[src/rtl/qam_symbol_slicer.sv]
// 16-QAM symbol slicer: integrate-and-dump over SPS samples per axis, Gray hard decision, decision FIFO.
// Optional QAM_SLICER_CONF_EN adds low_conf_cnt, a saturating count of decisions near a threshold.
module qam_symbol_slicer #(
  parameter int unsigned       SPS        = 8,
  parameter int unsigned       FIFO_DEPTH = 4,
  parameter logic signed [17:0] THRESH    = 18'sd8192
`ifdef QAM_SLICER_CONF_EN
  ,
  parameter logic signed [17:0] MARGIN    = 18'sd1024
`endif
) (
  input  logic               axi_clk,
  input  logic               axi_rstn,
  input  logic               demult_valid,
  input  logic signed [17:0] demult_i,
  input  logic signed [17:0] demult_q,
  input  logic               sym_align,
  output logic               dout_valid,
  output logic [3:0]         dout,
  input  logic               dout_ready,
  output logic               overflow
`ifdef QAM_SLICER_CONF_EN
  ,
  output logic [15:0]        low_conf_cnt
`endif
);

  localparam int unsigned CNT_W = $clog2(SPS);
  localparam int unsigned ACC_W = 18 + CNT_W;
  localparam int unsigned PTR_W = $clog2(FIFO_DEPTH);
  localparam int unsigned OCC_W = PTR_W + 1;

  // Outer threshold scaled to a full-symbol sum
  localparam logic signed [ACC_W-1:0] T_POS = {{CNT_W{THRESH[17]}}, THRESH} <<< CNT_W;
  localparam logic signed [ACC_W-1:0] T_NEG = -T_POS;

  typedef enum logic [0:0] {
    ST_WAIT_ALIGN = 1'b0,
    ST_RUN        = 1'b1
  } state_t;

  function automatic logic [1:0] f_decide(input logic signed [ACC_W-1:0] a);
    logic [1:0] bits;
    if (a < T_NEG)      bits = 2'b00;
    else if (a < 0)     bits = 2'b01;
    else if (a < T_POS) bits = 2'b11;
    else                bits = 2'b10;
    return bits;
  endfunction

`ifdef QAM_SLICER_CONF_EN
  localparam int unsigned EXT_W = ACC_W + 2;
  localparam logic signed [EXT_W-1:0] T_EXT = {{2{T_POS[ACC_W-1]}}, T_POS};
  localparam logic signed [EXT_W-1:0] M_EXT = {{(CNT_W+2){MARGIN[17]}}, MARGIN} <<< CNT_W;

  // True when the sum sits strictly within the margin of -T, 0 or +T
  function automatic logic f_near(input logic signed [ACC_W-1:0] a);
    logic signed [EXT_W-1:0] ae;
    logic signed [EXT_W-1:0] d_neg;
    logic signed [EXT_W-1:0] d_pos;
    ae    = {{2{a[ACC_W-1]}}, a};
    d_neg = ae + T_EXT;
    d_pos = ae - T_EXT;
    return ((d_neg < M_EXT) && (d_neg > -M_EXT)) ||
           ((ae    < M_EXT) && (ae    > -M_EXT)) ||
           ((d_pos < M_EXT) && (d_pos > -M_EXT));
  endfunction
`endif

  state_t                   r_state;
  state_t                   w_state_nxt;
  logic                     w_restart;
  logic                     w_accum;
  logic                     w_last;

  logic [CNT_W-1:0]         r_cnt;
  logic signed [ACC_W-1:0]  r_acc_i;
  logic signed [ACC_W-1:0]  r_acc_q;
  logic signed [ACC_W-1:0]  w_smp_i;
  logic signed [ACC_W-1:0]  w_smp_q;
  logic signed [ACC_W-1:0]  w_sum_i;
  logic signed [ACC_W-1:0]  w_sum_q;

  logic                     r_dec_vld;
  logic [3:0]               r_dec;

  logic [3:0]               r_mem [FIFO_DEPTH];
  logic [PTR_W-1:0]         r_wr_ptr;
  logic [PTR_W-1:0]         r_rd_ptr;
  logic [OCC_W-1:0]         r_occ;
  logic                     w_full;
  logic                     w_fifo_rd;
  logic                     w_fifo_wr;
  logic [PTR_W-1:0]         w_rd_ptr_nxt;
  logic [OCC_W-1:0]         w_occ_nxt;
  logic                     r_dout_valid;
  logic [3:0]               r_dout;
  logic                     r_overflow;

  assign w_smp_i = {{CNT_W{demult_i[17]}}, demult_i};
  assign w_smp_q = {{CNT_W{demult_q[17]}}, demult_q};
  assign w_sum_i = r_acc_i + w_smp_i;
  assign w_sum_q = r_acc_q + w_smp_q;

  // FSM state register
  always_ff @(posedge axi_clk or negedge axi_rstn) begin
    if (!axi_rstn) r_state <= ST_WAIT_ALIGN;
    else           r_state <= w_state_nxt;
  end

  // Next state and datapath strobes; sym_align always wins over a symbol completion
  always_comb begin
    w_state_nxt = r_state;
    w_restart   = 1'b0;
    w_accum     = 1'b0;
    w_last      = 1'b0;
    case (r_state)
      ST_WAIT_ALIGN: begin
        if (sym_align) begin
          w_restart   = 1'b1;
          w_state_nxt = ST_RUN;
        end
      end
      ST_RUN: begin
        if (sym_align) begin
          w_restart = 1'b1;
        end else if (demult_valid) begin
          if (r_cnt == CNT_W'(SPS - 1)) w_last  = 1'b1;
          else                          w_accum = 1'b1;
        end
      end
      default: w_state_nxt = ST_WAIT_ALIGN;
    endcase
  end

  // Integrate-and-dump accumulators and decision stage
  always_ff @(posedge axi_clk or negedge axi_rstn) begin
    if (!axi_rstn) begin
      r_cnt     <= '0;
      r_acc_i   <= '0;
      r_acc_q   <= '0;
      r_dec_vld <= 1'b0;
      r_dec     <= '0;
    end else begin
      r_dec_vld <= w_last;
      if (w_last) r_dec <= {f_decide(w_sum_i), f_decide(w_sum_q)};
      if (w_restart) begin
        r_cnt   <= demult_valid ? CNT_W'(1) : '0;
        r_acc_i <= demult_valid ? w_smp_i : '0;
        r_acc_q <= demult_valid ? w_smp_q : '0;
      end else if (w_last) begin
        r_cnt   <= '0;
        r_acc_i <= '0;
        r_acc_q <= '0;
      end else if (w_accum) begin
        r_cnt   <= r_cnt + CNT_W'(1);
        r_acc_i <= w_sum_i;
        r_acc_q <= w_sum_q;
      end
    end
  end

  // A read in the same cycle frees a slot, so a full FIFO still accepts the write
  assign w_full       = (r_occ == OCC_W'(FIFO_DEPTH));
  assign w_fifo_rd    = (r_occ != '0) && dout_ready;
  assign w_fifo_wr    = r_dec_vld && (!w_full || w_fifo_rd);
  assign w_rd_ptr_nxt = w_fifo_rd ? r_rd_ptr + PTR_W'(1) : r_rd_ptr;
  assign w_occ_nxt    = r_occ + OCC_W'(w_fifo_wr) - OCC_W'(w_fifo_rd);

  always_ff @(posedge axi_clk) begin
    if (w_fifo_wr) r_mem[r_wr_ptr] <= r_dec;
  end

  // Pointers, occupancy and registered head; a write into an emptying FIFO bypasses the memory
  always_ff @(posedge axi_clk or negedge axi_rstn) begin
    if (!axi_rstn) begin
      r_wr_ptr     <= '0;
      r_rd_ptr     <= '0;
      r_occ        <= '0;
      r_dout_valid <= 1'b0;
      r_dout       <= '0;
      r_overflow   <= 1'b0;
    end else begin
      if (w_fifo_wr) r_wr_ptr <= r_wr_ptr + PTR_W'(1);
      r_rd_ptr     <= w_rd_ptr_nxt;
      r_occ        <= w_occ_nxt;
      r_dout_valid <= (w_occ_nxt != '0);
      if (w_fifo_wr && (r_wr_ptr == w_rd_ptr_nxt)) r_dout <= r_dec;
      else                                        r_dout <= r_mem[w_rd_ptr_nxt];
      if (r_dec_vld && !w_fifo_wr) r_overflow <= 1'b1;
    end
  end

  assign dout_valid = r_dout_valid;
  assign dout       = r_dout;
  assign overflow   = r_overflow;

`ifdef QAM_SLICER_CONF_EN
  logic        r_dec_low;
  logic [15:0] r_low_conf_cnt;

  // Low-confidence flag travels with its decision; dropped decisions still count
  always_ff @(posedge axi_clk or negedge axi_rstn) begin
    if (!axi_rstn) begin
      r_dec_low      <= 1'b0;
      r_low_conf_cnt <= '0;
    end else begin
      if (w_last) r_dec_low <= f_near(w_sum_i) || f_near(w_sum_q);
      if (r_dec_vld && r_dec_low && (r_low_conf_cnt != 16'hFFFF))
        r_low_conf_cnt <= r_low_conf_cnt + 16'd1;
    end
  end

  assign low_conf_cnt = r_low_conf_cnt;
`endif

endmodule

[config.mk]
export PLATFORM = sky130hd
export DESIGN_NAME = qam_symbol_slicer
export DESIGN_NICKNAME = d
export VERILOG_FILES = /design/src/rtl/qam_symbol_slicer.sv
export SDC_FILE = /design/constraint.sdc
export NUM_CORES = 1
export LEC_CHECK = 0
export BUFFER_PORTS_ARGS = -buffer_cell sky130_fd_sc_hd__buf_2
export CAP_MARGIN = 40
export CORE_MARGIN = 10
export CORE_UTILIZATION = 50
export DETAILED_ROUTE_END_ITERATION = 8
export PLACE_DENSITY_LB_ADDON = 0.3
export SLEW_MARGIN = 5
export SYNTH_ARGS = -nofsm -noshare
export SYNTH_HDL_FRONTEND = slang
export SYNTH_SLANG_ARGS = --single-unit
[constraint.sdc]
create_clock -name axi_clk -period 8.15 [get_ports axi_clk]
set_input_delay 0 -clock axi_clk [delete_from_list [all_inputs] [get_ports axi_clk]]
set_output_delay 0 -clock axi_clk [all_outputs]
set_load 0.005 [all_outputs]
==> results of run 1 <==
cells by family after synthesis:
group           count (synthesis)  synth area share, %
fa+ha+maj                      53                 12.3
compound gates                180                 23.2
xor+xnor                       40                 6.83
buf+inv                        40                 2.75
simple gates                  175                 14.6
flops                          80                 37.5
mux                            10                 2.79
routing by layer:
metal | GRT usage (%) | vias up
met2 | 28.8 | 106
met4 | 5.62 | 0
li1 | - | 2306
met1 | 19.9 | 2208
met5 | 0 | -
met3 | 3.76 | 19
cells in the final DEF (no fill, tap or decap), drive strengths merged, types with 5 or more instances in the layout:
cell,instances
and2,8
a21o,20
nand3,11
ha,50
and3,5
nand2,38
inv,20
a31oi,9
o21ai,32
nor2,72
dfrtp,64
a21oi,31
o21bai,5
nand4,5
nor3,6
nor2b,5
a22oi,8
nand2b,8
nor3b,5
o211ai,6
dlygate4sd3,37
xor2,11
a221oi,25
buf,52
clkbuf,9
o21a,9
a211oi,8
edfxtp,16
xnor2,27
flip-flops by register name (all words and copies together) (netlist names):
register / count
r_dec: 4
overflow: 1
r_occ: 3
r_dec_vld: 1
dout_valid: 1
r_cnt: 3
r_rd_ptr: 2
r_state: 1
dout: 4
r_acc_i: 21
r_acc_q: 21
r_mem: 16
r_wr_ptr: 2
per-stage QoR:
stage	instances	hold WS [ns]	setup WS (ns)
finish	799	0.0193	4.14
CTS	799	0.0107	4.14
detailed placement	746	0.00492	4.21
global route	799	0.0337	3.87
global placement	745	0.246	4.28
floorplan	578	-0.296	4.44
report_power, final:
| group | switching, mW | internal (mW) |
|---|---|---|
| clock | 0.170 | 0.211 |
| sequential | 0.0609 | 0.506 |
| combinational | 0.558 | 0.477 |
| total | 0.788 | 1.19 |
cell type report:
cell class              count  area [sq um]
clock buffers               9           124
clock inverters             7           133
fillers                   914          4260
inverters                  16          60.1
multi-input cells         458          3340
flip-flops and latches     80          2080
well taps                 140           175
repair buffers             89           666
synth_stat cells (all sizes together) (9+ instances only):
master / instances / area (sq um)
a21o: 20 / 153
a21oi: 31 / 159
a221oi: 25 / 225
a31oi: 9 / 56.3
clkbuf: 21 / 78.8
dfrtp: 64 / 1600
edfxtp: 16 / 480
ha: 50 / 626
inv: 16 / 60.1
nand2: 38 / 143
nand3: 11 / 55.1
nor2: 72 / 270
o21a: 9 / 67.6
o21ai: 32 / 160
xnor2: 27 / 236
xor2: 11 / 96.3
repair_timing:
item,in CTS,in global routing
setup buffers,0,0
hold endpoints to repair,101,0
hold buffers,37,0
critical path, cell delays in order, from the launching register on:
cell      delay (ns)
dfrtp_1         0.39
ha_1            0.23
fa_1            0.44
a211oi_2        0.21
nor2_1          0.11
o41a_4          0.39
a311oi_1        0.32
o41a_1          0.22
xor3_1          0.28
or2_2           0.31
ha_1            0.28
or4_1           0.54
o31ai_2         0.19
worst min path at each step:
stage                             from                      end  slack (ns)  cells after the start
after floorplan               axi_rstn        dout[0]$_DFF_PN0_       -0.30                      0
after global placement        axi_rstn        dout[0]$_DFF_PN0_        0.25                      2
after detailed placement      axi_rstn        dout[0]$_DFF_PN0_       0.005                      2
after CTS                 demult_i[12]  r_acc_i[12]$_DFFE_PN0P_        0.01                      3
after global routing      demult_i[12]  r_acc_i[12]$_DFFE_PN0P_        0.03                      3
final                     demult_i[12]  r_acc_i[12]$_DFFE_PN0P_        0.02                      3
==> metrics.md, run 1 <==
| Metric | Value |
|---|---|
| Hold Crit Class | `input port to flop` |
| Flop-to-flop setup slack | `4.14 ns` |
| FP Rows | `38` |
| Clock Latency Late Sink | `0.37 ns` |
| Wl on met1 | `5720 um` |
| FF-to-FF path depth | `12` |
| Finished Cell Area | `0.00658 sq mm` |
| Final net count | `748` |
| Final wirelength | `12,800 um` |
| R2R Path Start | `r_acc_q[0]$_DFFE_PN0P_` |
| Crit path launch | `r_acc_q[0]$_DFFE_PN0P_` |
| TritonCTS clock tree | `built` |
| Post-synth EDFFs | `16` |
| Vias in the first global route | `4,819` |
| Antenna Nets Post-Route | `0` |
| Vias per cell | `5.81` |
| Clock Sink Count | `80` |
| GPL Wtd Cong | `0.906` |
| Setup Skew | `0.00718 ns` |
| FMAX | `0.250 GHz` |
| Dpl cell area | `0.00596 sq mm` |
| Longest Clk Path Bufs | `2` |
| Pin count of the biggest net entering global routing | `46` |
| Final hold viol count | `0` |
| Ant. Diodes | `0` |
| Initial antenna violation count | `0` |
| Number of I/O pins | `47` |
| Hpwl dp | `9200 um` |
| Top Layer Used | `met4` |
| Avg Cell Area, Syn | `9.61 sq um` |
| DRT iter0 DRCs | `340` |
| Avg WL per Cell | `16.0 um` |
| Crit path to | `r_dec[0]$_DFFE_PN0P_` |
| Period utilization | `49.2%` |
| Reg-to-Reg End | `r_dec[0]$_DFFE_PN0P_` |
| Fin util | `60.7%` |
| Status | `finished clean` |
| Seq/Total Area, Yosys | `37.5%` |
| Core footprint | `0.0108 sq mm` |
| GRT Util Overall | `16.6%` |
| Cts repair resizes | `0` |
| Pleak | `2.94 nW` |
| Die area | `0.0157 sq mm` |
| Htree depth | `3` |
| Max Slew Vio Count | `0` |
| Synth Instances | `578` |
| Die Wd | `125 um` |
| 1st-pass router iterations | `5` |
| Die Y | `125 um` |
| DR WL met2 | `6320 um` |
| Setup TNS | `0 ns` |
| DR DRC count | `0` |
| Worst slew pin tran | `0.815 ns` |
| Vias | `4,639` |
| Crit end category | `flop` |
| Starting Density | `51.2%` |
| P&R area growth vs syn | `18.6%` |
| Net Count, Synth | `672` |
| Power per Cell Area | `301 mW/mm^2` |
| Post-Syn Area | `0.00555 sq mm` |
| WL met3 | `528 um` |
| CTS Buf Count | `9` |
| Crit path DAT | `4.29 ns` |
| Crit Path Class | `flop to flop` |
| Finish-stage setup viols | `0` |
| Max VDD drop | `0.136 mV` |
| Reg clk slew, reported paths | `0.09 ns` |
| Synth Flop Type | `dfrtp_1` |
| Max-Cap Viols | `0` |
| Synth Warn # | `0` |
| Tmin final | `4.01 ns` |
| Slew headroom | `45.3%` |
| CP Launch Type | `flop` |
| IO Port Bufs | `46` |
| GRT overflow | `0` |
| Ys async rst share | `80.0%` |
| Synthesized flop and latch total | `80` |
| First-pass GRT wire length | `22,600 um` |
| Cell variety after synth | `60` |
| Crit-path max FO | `5` |
| Layout cell share with drive strength beyond 1 | `13.7%` |
| Root Driver | `clkbuf_8` |
| PnR Total Power | `1.98 mW` |
| Worst EP required | `8.44 ns` |
| Unrepaired setup endpoints after global routing | `false` |
Note: power is estimated with default switching activity, not from simulation.
==> inputs of run 2 (changes only) <==
Clock period 8.15 ns to 3.5 ns, I/O delays scaled along.
==> metrics.md, run 2 (same netlist as run 1, synthesis figures left out) <==
| Metric | Value |
|---|---|
| Max VDD drop | `0.354 mV (+160%)` |
| Max-Cap Viols | `0 (unchanged)` |
| Psw | `2.01 mW (+160%)` |
| Part of the power in combinational logic | `60.0% (+7.8 points)` |
| Vias in the first global route | `4,967 (+3.1%)` |
| CTS Buf Count | `9 (unchanged)` |
| Setup Skew | `0.0106 ns (+0.00340 ns)` |
| 1st-pass router iterations | `4 (-1)` |
| Slew headroom | `42.8% (-2.5 points)` |
| Final net count | `787 (+5.2%)` |
| Vias | `4,866 (+4.9%)` |
| GRT overflow | `0 (unchanged)` |
| Number of I/O pins | `47 (unchanged)` |
| FP Rows | `38 (unchanged)` |
| Vias per cell | `5.81 (about the same)` |
| Status | `finished, violations left` |
| Final hold viol count | `0 (unchanged)` |
| P&R area growth vs syn | `24.3%` |
| Failing checks | `setup timing` |
| Non-filler cells, final | `838 (+4.9%)` |
| Die Wd | `125 um (unchanged)` |
| Root Driver | `clkbuf_8` |
| Internal power | `2.92 mW (+140%)` |
| Max Slew Vio Count | `0 (unchanged)` |
| Unrepaired setup endpoints after global routing | `true` |
| Crit Path Class | `flop to flop` |
| Sequential fraction of design power | `27.0% (-1.6 points)` |
| First-pass GRT wire length | `22,800 um (+1.2%)` |
| Initial antenna violation count | `0 (unchanged)` |
| Clock share of power | `13.1% (-6.1 points)` |
| Starting Density | `51.2% (unchanged)` |
| Most common cell after layout, fill and taps aside | `nor2_1` |
| Largest regs | `r_acc_i: 21 flops, r_acc_q: 21 flops, r_mem: 16 flops` |
| Pleak | `3.09 nW (+5.2%)` |
| Longest Clk Path Bufs | `2 (unchanged)` |
| Ant. Diodes | `0 (unchanged)` |
| Final WS setup | `-0.149 ns (-4.29 ns)` |
| Die Y | `125 um (unchanged)` |
| Avg WL per Cell | `16.1 um (+0.44%)` |
| Core footprint | `0.0108 sq mm (unchanged)` |
| Crit-path max FO | `4 (-1)` |
| Reg clk slew, reported paths | `0.09 ns (about the same)` |
| Clock Latency Late Sink | `0.37 ns (about the same)` |
| Antenna Nets Post-Route | `0 (unchanged)` |
| Crit end category | `flop` |
| DR DRC count | `0 (unchanged)` |
| Hold_ws | `0.0188 ns (-0.000493 ns)` |
| Die area | `0.0157 sq mm (unchanged)` |
| Hpwl dp | `9500 um (+3.2%)` |
| Period utilization | `104% (+55 points)` |
| Tmin final | `3.65 ns (-0.358 ns)` |
| Fin util | `63.7% (+2.9 points)` |
| IO Port Bufs | `46 (unchanged)` |
| Dpl cells | `777 (+4.2%)` |
| Hold Crit Class | `input port to flop` |
| CP Launch Type | `flop` |
| Finished Cell Area | `0.00690 sq mm (+4.8%)` |
| GPL Wtd Cong | `0.899 (-0.75%)` |
| Final wirelength | `13,500 um (+5.3%)` |
| Power per Cell Area | `715 mW/mm^2 (+140%)` |
| Dpl cell area | `0.00618 sq mm (+3.7%)` |
| Worst EP required | `3.78 ns (-4.66 ns)` |
| GRT Util Overall | `16.8% (+0.21 points)` |
| Htree depth | `3 (unchanged)` |
| DRT iter0 DRCs | `244 (-28%)` |
| FMAX | `0.274 GHz (+9.8%)` |
| Layout cell share with drive strength beyond 1 | `21.1% (+7.4 points)` |
| Switch share | `40.8% (+1.1 points)` |
| Pre-CTS setup slack | `-0.287 ns (-4.50 ns)` |
| Clock Sink Count | `80 (unchanged)` |
| Pin count of the biggest net entering global routing | `42 (-8.7%)` |
| Crit path DAT | `3.93 ns (-0.36 ns)` |
| Worst slew pin tran | `0.858 ns (+0.0437 ns)` |
| TritonCTS clock tree | `built` |
| Finish-stage setup viols | `1 (+1)` |
| Most frequent cells in the layout | `nor2_1 (71), dfrtp_1 (64), ha_1 (46), buf_2 (46), buf_4 (45)` |
## run 2: cell types whose count changed in the layout (fill, tap and decap cells not counted), sizes merged
cell,previous run,this run
clkinv,0,4
buf,52,91
inv,20,19
bufinv,3,0
## run 2: area by class of cell
| cell class | count | area [sq um] |
|---|---|---|
| sequential | 80 | 2080 |
| clock buffer | 9 | 124 |
| timing repair buffer | 128 | 938 |
| fill | 887 | 3940 |
| tap | 140 | 175 |
| inverter | 16 | 60.1 |
| clock inverter | 7 | 52.6 |
| multi-input combinational | 458 | 3470 |
## run 2: worst max-delay path, cell delays in order, from the launching register on
cell	delay, ns
dfrtp_1	0.39
ha_2	0.19
fa_2	0.35
a211oi_2	0.24
nor2_2	0.09
o41a_4	0.39
a311o_1	0.38
a21oi_2	0.15
xnor2_1	0.15
nand4_1	0.12
or2_4	0.27
ha_4	0.22
or4_4	0.42
o31ai_4	0.21
## run 2: metrics by stage
stage | TNS, ns | total power, mW
2_1_floorplan | -0.145 | 3.20
3_3_place_gp | -0.289 | 3.92
3_5_place_dp | -0.432 | 4.00
4_1_cts | -0.255 | 4.79
5_1_grt | -0.360 | 5.32
6_report | -0.149 | 4.93
## run 2: what timing repair did
item,CTS,global route
gates resized for setup,14,10
hold buffers,37,0
gates cloned,0,0
setup buffers,3,5
setup endpoints to repair,2,2
pin swaps,14,21
endpoints found under the hold margin,60,0
## run 2: power by group through the flow
stage,Combinational (mW),Sequential [mW],Clock [mW]
global route,3.27,1.35,0.691
global placement,2.60,1.33,0
CTS,2.81,1.32,0.654
floorplan,1.89,1.31,0
finish,2.96,1.33,0.644
detailed placement,2.66,1.34,0
## run 2: path summary, 6_finish.rpt
kind                                            to                   start  slack (ns)  cells past startpoint
min reg2reg                   overflow$_DFFE_PN0P_    overflow$_DFFE_PN0P_        0.46                      1
max in group asynchronous   r_acc_i[3]$_DFFE_PN0P_                axi_rstn        2.35                      3
max                           r_dec[0]$_DFFE_PN0P_  r_acc_q[0]$_DFFE_PN0P_       -0.15                     13
min in group asynchronous     dout_valid$_DFF_PN0_                axi_rstn        0.17                      2
max reg2reg                   r_dec[0]$_DFFE_PN0P_  r_acc_q[0]$_DFFE_PN0P_       -0.15                     13
min                        r_acc_i[12]$_DFFE_PN0P_            demult_i[12]        0.02                      3
## run 2: per-layer routing
layer / part of all wire [%] / vias up / GRT usage (%)
li1: - / 2392 / -
met1: 46 / 2372 / 20.8
met2: 50 / 87 / 29.2
met3: 2.9 / 15 / 2.96
met4: 1.3 / 0 / 5.08
met5: 0 / - / 0
